### src/rtl/sim_ctrl_responder.sv
`default_nettype none
// sim_ctrl_responder: bus-mapped test status/result registers, console byte FIFO,
// free-running cycle counter and watchdog used by test programs to report to the bench.
module sim_ctrl_responder #(
  parameter int FIFO_DEPTH     = 8,
  parameter int TIMEOUT_CYCLES = 5000,
  parameter int ADDR_W         = 32
) (
  input  logic              clk,
  input  logic              rst,
  input  logic              req_valid,
  output logic              req_ready,
  input  logic              req_we,
  input  logic [ADDR_W-1:0] req_addr,
  input  logic [31:0]       req_wdata,
  input  logic [3:0]        req_wstrb,
  output logic              rsp_valid,
  input  logic              rsp_ready,
  output logic [31:0]       rsp_rdata,
  output logic              rsp_err,
  output logic              done,
  output logic              pass,
  output logic [31:0]       code,
  output logic              timeout,
  output logic              con_valid,
  output logic [7:0]        con_data,
  input  logic              con_ready
);

  localparam int          PW        = $clog2(FIFO_DEPTH);
  localparam logic [2:0]  A_STATUS  = 3'd0;
  localparam logic [2:0]  A_CODE    = 3'd1;
  localparam logic [2:0]  A_CONSOLE = 3'd2;
  localparam logic [2:0]  A_CYCLES  = 3'd3;
  localparam logic [2:0]  A_TMO     = 3'd4;
  localparam logic [31:0] TMO_VAL   = 32'(TIMEOUT_CYCLES);

  logic        ovf;
  logic [31:0] cycles;
  logic [7:0]  mem [FIFO_DEPTH];
  logic [PW:0] wptr, rptr, wptr_nxt, rptr_nxt, count;

  logic        accept, wr;
  logic [2:0]  idx;
  logic        full, pop, push_req, push_ok, ovf_set;
  logic        done_set, code_we, tmo_set;
  logic [7:0]  head_nxt;
  logic [31:0] rd_data;
  logic        rd_err;
  logic        unused_addr_bits;

  assign unused_addr_bits = ^{req_addr[ADDR_W-1:5], req_addr[1:0]};

  assign req_ready = !rsp_valid || rsp_ready;
  assign accept    = req_valid && req_ready;
  assign wr        = accept && req_we;
  assign idx       = req_addr[4:2];

  // Pointers carry one extra wrap bit so full and empty are distinguishable.
  assign count     = wptr - rptr;
  assign con_valid = (wptr != rptr);
  assign full      = (wptr[PW] != rptr[PW]) && (wptr[PW-1:0] == rptr[PW-1:0]);
  assign pop       = con_valid && con_ready;
  assign push_req  = wr && (idx == A_CONSOLE) && req_wstrb[0];
  assign push_ok   = push_req && (!full || pop);
  assign ovf_set   = push_req && full && !pop;
  assign rptr_nxt  = rptr + {{PW{1'b0}}, pop};
  assign wptr_nxt  = wptr + {{PW{1'b0}}, push_ok};

  assign done_set  = wr && (idx == A_STATUS) && req_wstrb[0] && req_wdata[0] && !done;
  assign code_we   = wr && (idx == A_CODE) && !done;
  // A STATUS write that lands on the expiry edge takes priority over the watchdog.
  assign tmo_set   = !done && !done_set && (cycles != 32'hFFFF_FFFF) &&
                     ((cycles + 32'd1) == TMO_VAL);

  // Next registered head: the byte being written now if it becomes the head.
  always_comb begin
    head_nxt = 8'h00;
    if (wptr_nxt != rptr_nxt) begin
      if (push_ok && (rptr_nxt == wptr))
        head_nxt = req_wdata[7:0];
      else
        head_nxt = mem[rptr_nxt[PW-1:0]];
    end
  end

  always_comb begin
    rd_data = 32'h0;
    rd_err  = 1'b0;
    case (idx)
      A_STATUS:  rd_data = {29'b0, ovf, pass, done};
      A_CODE:    rd_data = code;
      A_CONSOLE: rd_data = 32'(count);
      A_CYCLES:  rd_data = cycles;
      A_TMO:     rd_data = TMO_VAL;
      default:   rd_err  = 1'b1;
    endcase
    if (req_we) rd_data = 32'h0;
  end

  always_ff @(posedge clk) begin
    if (push_ok) mem[wptr[PW-1:0]] <= req_wdata[7:0];
  end

  always_ff @(posedge clk or posedge rst) begin
    if (rst) begin
      rsp_valid <= 1'b0;
      rsp_rdata <= 32'h0;
      rsp_err   <= 1'b0;
      done      <= 1'b0;
      pass      <= 1'b0;
      code      <= 32'h0;
      timeout   <= 1'b0;
      ovf       <= 1'b0;
      cycles    <= 32'h0;
      wptr      <= '0;
      rptr      <= '0;
      con_data  <= 8'h00;
    end else begin
      if (accept) begin
        rsp_valid <= 1'b1;
        rsp_rdata <= rd_data;
        rsp_err   <= rd_err;
      end else if (rsp_ready) begin
        rsp_valid <= 1'b0;
      end

      if (done_set) begin
        done <= 1'b1;
        pass <= req_wdata[1];
      end

      if (code_we) begin
        for (int b = 0; b < 4; b++) begin
          if (req_wstrb[b]) code[8*b +: 8] <= req_wdata[8*b +: 8];
        end
      end

      if (cycles != 32'hFFFF_FFFF) cycles <= cycles + 32'd1;
      if (tmo_set) timeout <= 1'b1;
      if (ovf_set) ovf <= 1'b1;

      wptr     <= wptr_nxt;
      rptr     <= rptr_nxt;
      con_data <= head_nxt;
    end
  end

endmodule
`default_nettype wire

### config.mk
export PLATFORM = sky130hd
export DESIGN_NAME = sim_ctrl_responder
export DESIGN_NICKNAME = d
export VERILOG_FILES = /design/src/rtl/sim_ctrl_responder.sv
export SDC_FILE = /design/constraint.sdc
export NUM_CORES = 1
export LEC_CHECK = 0
export ABC_AREA = 1
export ABC_CLOCK_PERIOD_IN_PS = 3450
export BUFFER_PORTS_ARGS = -buffer_cell sky130_fd_sc_hd__buf_2
export CAP_MARGIN = 10
export CORE_ASPECT_RATIO = 1.75
export CORE_MARGIN = 8
export CORE_UTILIZATION = 40
export DETAILED_ROUTE_END_ITERATION = 10
export GPL_TIMING_DRIVEN = 1
export PLACE_DENSITY = 0.69
export REMOVE_ABC_BUFFERS = 1
export SYNTH_ARGS = -nofsm -noshare
export SYNTH_HDL_FRONTEND = slang
export SYNTH_SLANG_ARGS = --single-unit
### constraint.sdc
create_clock -name clk -period 3.45 [get_ports clk]
set_clock_uncertainty 0.1 [all_clocks]
set_input_delay 0 -clock clk [delete_from_list [all_inputs] [get_ports clk]]
set_output_delay 0 -clock clk [all_outputs]
set_load 0.01 [all_outputs]
==> run metrics <==
CP Launch Point wptr[0]$_DFF_PP0_; drt via density 5.23; type of destination of the critical path flip-flop; TNS Setup 0 ns; initial antenna violation count 0; die area 26700 um^2; Critical Path Most Common Cell inv_1; gr ovfl total 0; core area 21300 um^2; Worst-path clk slew 0.07 ns; # rows 71; placed insts 1292; Comb pwr share 25.9%; Startpoint Class flip-flop; Max stage delay on crit path 0.51 ns; sequential power share 40.6%; hold_ws 0.0304 ns; total wire length 23.7 mm; CTS tree done; worst path cell trace inv_1 > ha_1 > nand3_1 > inv_1 > nand2_2 > nand3_4 > inv_1 > ha_1 > xor2_1 > xor2_1 > nor3_4 > nand3_4 > nand2_1 > nor2_1 > nor2_1; max-cap viol count 0; PostCTS Resize Cnt 0; final period utilization 89.9%; Max Slew Vio Count 0; status finished, final reports clean; syn_area_per_cell 9.32 um^2; P&R area growth vs syn 22.8%; Netlist cell types 45; Max IR drop VDD 0.353 mV; Critical Path Slowest Stage Cell dfrtp_1; Yosys warnings 0; leakage 0.00506 uW; clk buf depth 2; Antenna Cells 0; Hold Fails Final Rpt 0; fin cells 1366; Cell Area, Synth 8630 um^2; RSZ-0062 raised after global routing false; critical path arrival 3.37 ns; first-pass GRT wire length 37.9 mm; antenna viol nets, final 0; Max Clk Rate 322 MHz; Net Sw Power 2030 uW; CTS H-tree lvls 4; post-synth top area cell dfrtp_1; via count 7149; Post-route DRC 0; #FFs+latches synth 182; Initial DRC Count 377; Tot GR Track Use 18.3%; NumNets Final 1180; Synth Instances 926; min Tclk post-route 3.10 ns; Worst Path Class, Setup flip-flop to flip-flop; Worst Path Required 3.72 ns; top post-synthesis cells by area dfrtp_1 34%, edfxtp_1 22%, nand2_1 11%; Max FO, Critical Path 9; Clk Latency, worst-skew pair 0.44 ns; final setup vio count 0; die height 210 um; hold_buf cts 42; largest net degree at the start of global routing 64; pwr dens 563 nW/um^2; Yosys top cell area share 34.2%; Worst-Margin Slew 0.981 ns; CTS Buf Count 17; max_slew headroom 34.5%; HPWL after DPL 17.7 mm; GPL Wtd Cong 0.942; vias in the first global route 7300; Root Driver clkbuf_16; drt pass-1 iters 5; reg2reg start wptr[0]$_DFF_PP0_; worst hold path type primary input to flip-flop; Util after Layout 49.7%; top-level I/O count 153; DR WL/cell 17.3 um; Net Sw Frac 34.1%; sequential cell area fraction in the yosys report 56.5%; clk sinks 182; postcts setup bufs 0; Clk network pwr share 33.4%; Initial Util 40.5%; chip width 127 um; I/O Buffers 123; HP Start req_addr[3]; layout cell share with drive strength beyond 1 19.9%; Int Pwr 3930 uW
[cell type report]
type | instances | area [um^2]
sequential | 182 | 4870
clock buffer | 17 | 425
timing repair buffer | 184 | 1180
multi-input combinational | 651 | 3390
fill | 1988 | 10700
clock inverter | 15 | 176
tap | 255 | 319
inverter | 62 | 235
[synth_stat cells]
library cell / count
inv_1: 60
xor2_4: 1
o21ai_1: 1
nand2_2: 5
a22oi_1: 24
clkinv_1: 1
ha_1: 7
nand4_1: 13
nor3_4: 1
nor2_2: 2
nand2_4: 1
mux2_2: 24
buf_4: 2
nand3_1: 96
nor3b_1: 1
nand3_4: 2
o221ai_1: 1
inv_2: 1
or2_1: 1
edfxtp_1: 64
dfrtp_1: 118
nand2_1: 262
nand3b_1: 14
nor3_1: 6
nand2_8: 1
and2_1: 1
o22ai_1: 2
buf_6: 1
clkbuf_1: 16
a31o_2: 1
xor2_1: 14
fa_1: 1
xnor2_1: 3
o21ai_0: 44
nor2_4: 3
a221oi_1: 6
buf_2: 9
nor3_2: 1
nor2_1: 88
nand3_2: 1
xnor2_2: 1
buf_1: 3
a21oi_1: 20
o211ai_1: 1
or2_2: 1
[power by group through the flow]
stage                     registers (uW)  clock network [uW]  logic, uW
after floorplan                     2480                   0       1010
after global placement              2470                   0       1490
after detailed placement            2460                   0       1520
final                               2420                1990       1540
after global routing                2440                2120       1740
after CTS                           2420                2040       1560
[cell families after synthesis]
logic type / after synthesis / share of synthesized area [%]
simple gates: 500 / 25.7
xor+xnor: 19 / 2.23
compound gates: 100 / 6.90
flops: 182 / 56.5
buf+inv: 93 / 4.35
fa+ha+maj: 8 / 1.25
mux: 24 / 3.13
[stage by stage]
| stage | power, uW | setup slack, ns | cell area [um^2] |
|---|---|---|---|
| finish | 5960 | 0.349 | 10600 |
| global route | 6290 | 0.0198 | 10600 |
| CTS | 6020 | 0.335 | 10600 |
| detailed placement | 3980 | 0.363 | 9580 |
| global placement | 3960 | 0.452 | 9580 |
| floorplan | 3480 | 0.219 | 8490 |
[layout by cell type (no fill, tap or decap), types with 5 or more instances in the layout]
master         count
nand2_1          262
buf_2            123
dfrtp_1          118
nand3_1           96
nor2_1            88
edfxtp_1          64
inv_1             59
o21ai_0           44
dlygate4sd3_1     42
mux2_2            24
a22oi_1           24
a21oi_1           20
buf_4             19
clkbuf_16         17
nand3b_1          14
xor2_1            14
nand4_1           13
ha_1               7
inv_8              7
nor3_1             6
a221oi_1           6
nand2_2            5
[critical path, delay by kind of cell, from the launching register on]
kind | cells | cell delay, ns
AND/OR/NAND/NOR | 8 | 1.22
XOR/XNOR | 2 | 0.47
flip-flops | 1 | 0.51
adder cells (fa/ha/maj) | 2 | 0.48
buffers and inverters | 3 | 0.25
[state kept, by name, indices dropped and copies added (netlist names)]
name       cells
mem           64
code          32
cycles        32
rsp_rdata     32
con_data       8
rptr           4
wptr           4
done           1
ovf            1
pass           1
rsp_err        1
rsp_valid      1
timeout        1
[final timing paths]
| check | end | slack, ns | cells after the start |
|---|---|---|---|
| worst min-delay path | pass$_DFFE_PP0P_ | 0.03 | 6 |
| min in group asynchronous | rsp_rdata[20]$_DFFE_PP0P_ | 0.15 | 3 |
| worst min register to register | timeout$_DFFE_PP0P_ | 0.37 | 2 |
| worst max register to register | con_data[6]$_DFF_PP0_ | 0.35 | 15 |
| worst max-delay path | con_data[6]$_DFF_PP0_ | 0.35 | 15 |
| max in group asynchronous | rsp_rdata[19]$_DFFE_PP0P_ | 2.17 | 4 |
[per-layer routing]
layer	wire length (um)	vias to the layer above	track usage [%]
li1	-	3460	-
met1	7980	3411	17.3
met2	13700	217	35.6
met3	991	61	3.74
met4	964	0	9.65
met5	0	-	0
No activity file was read; power rests on OpenSTA's default activity.
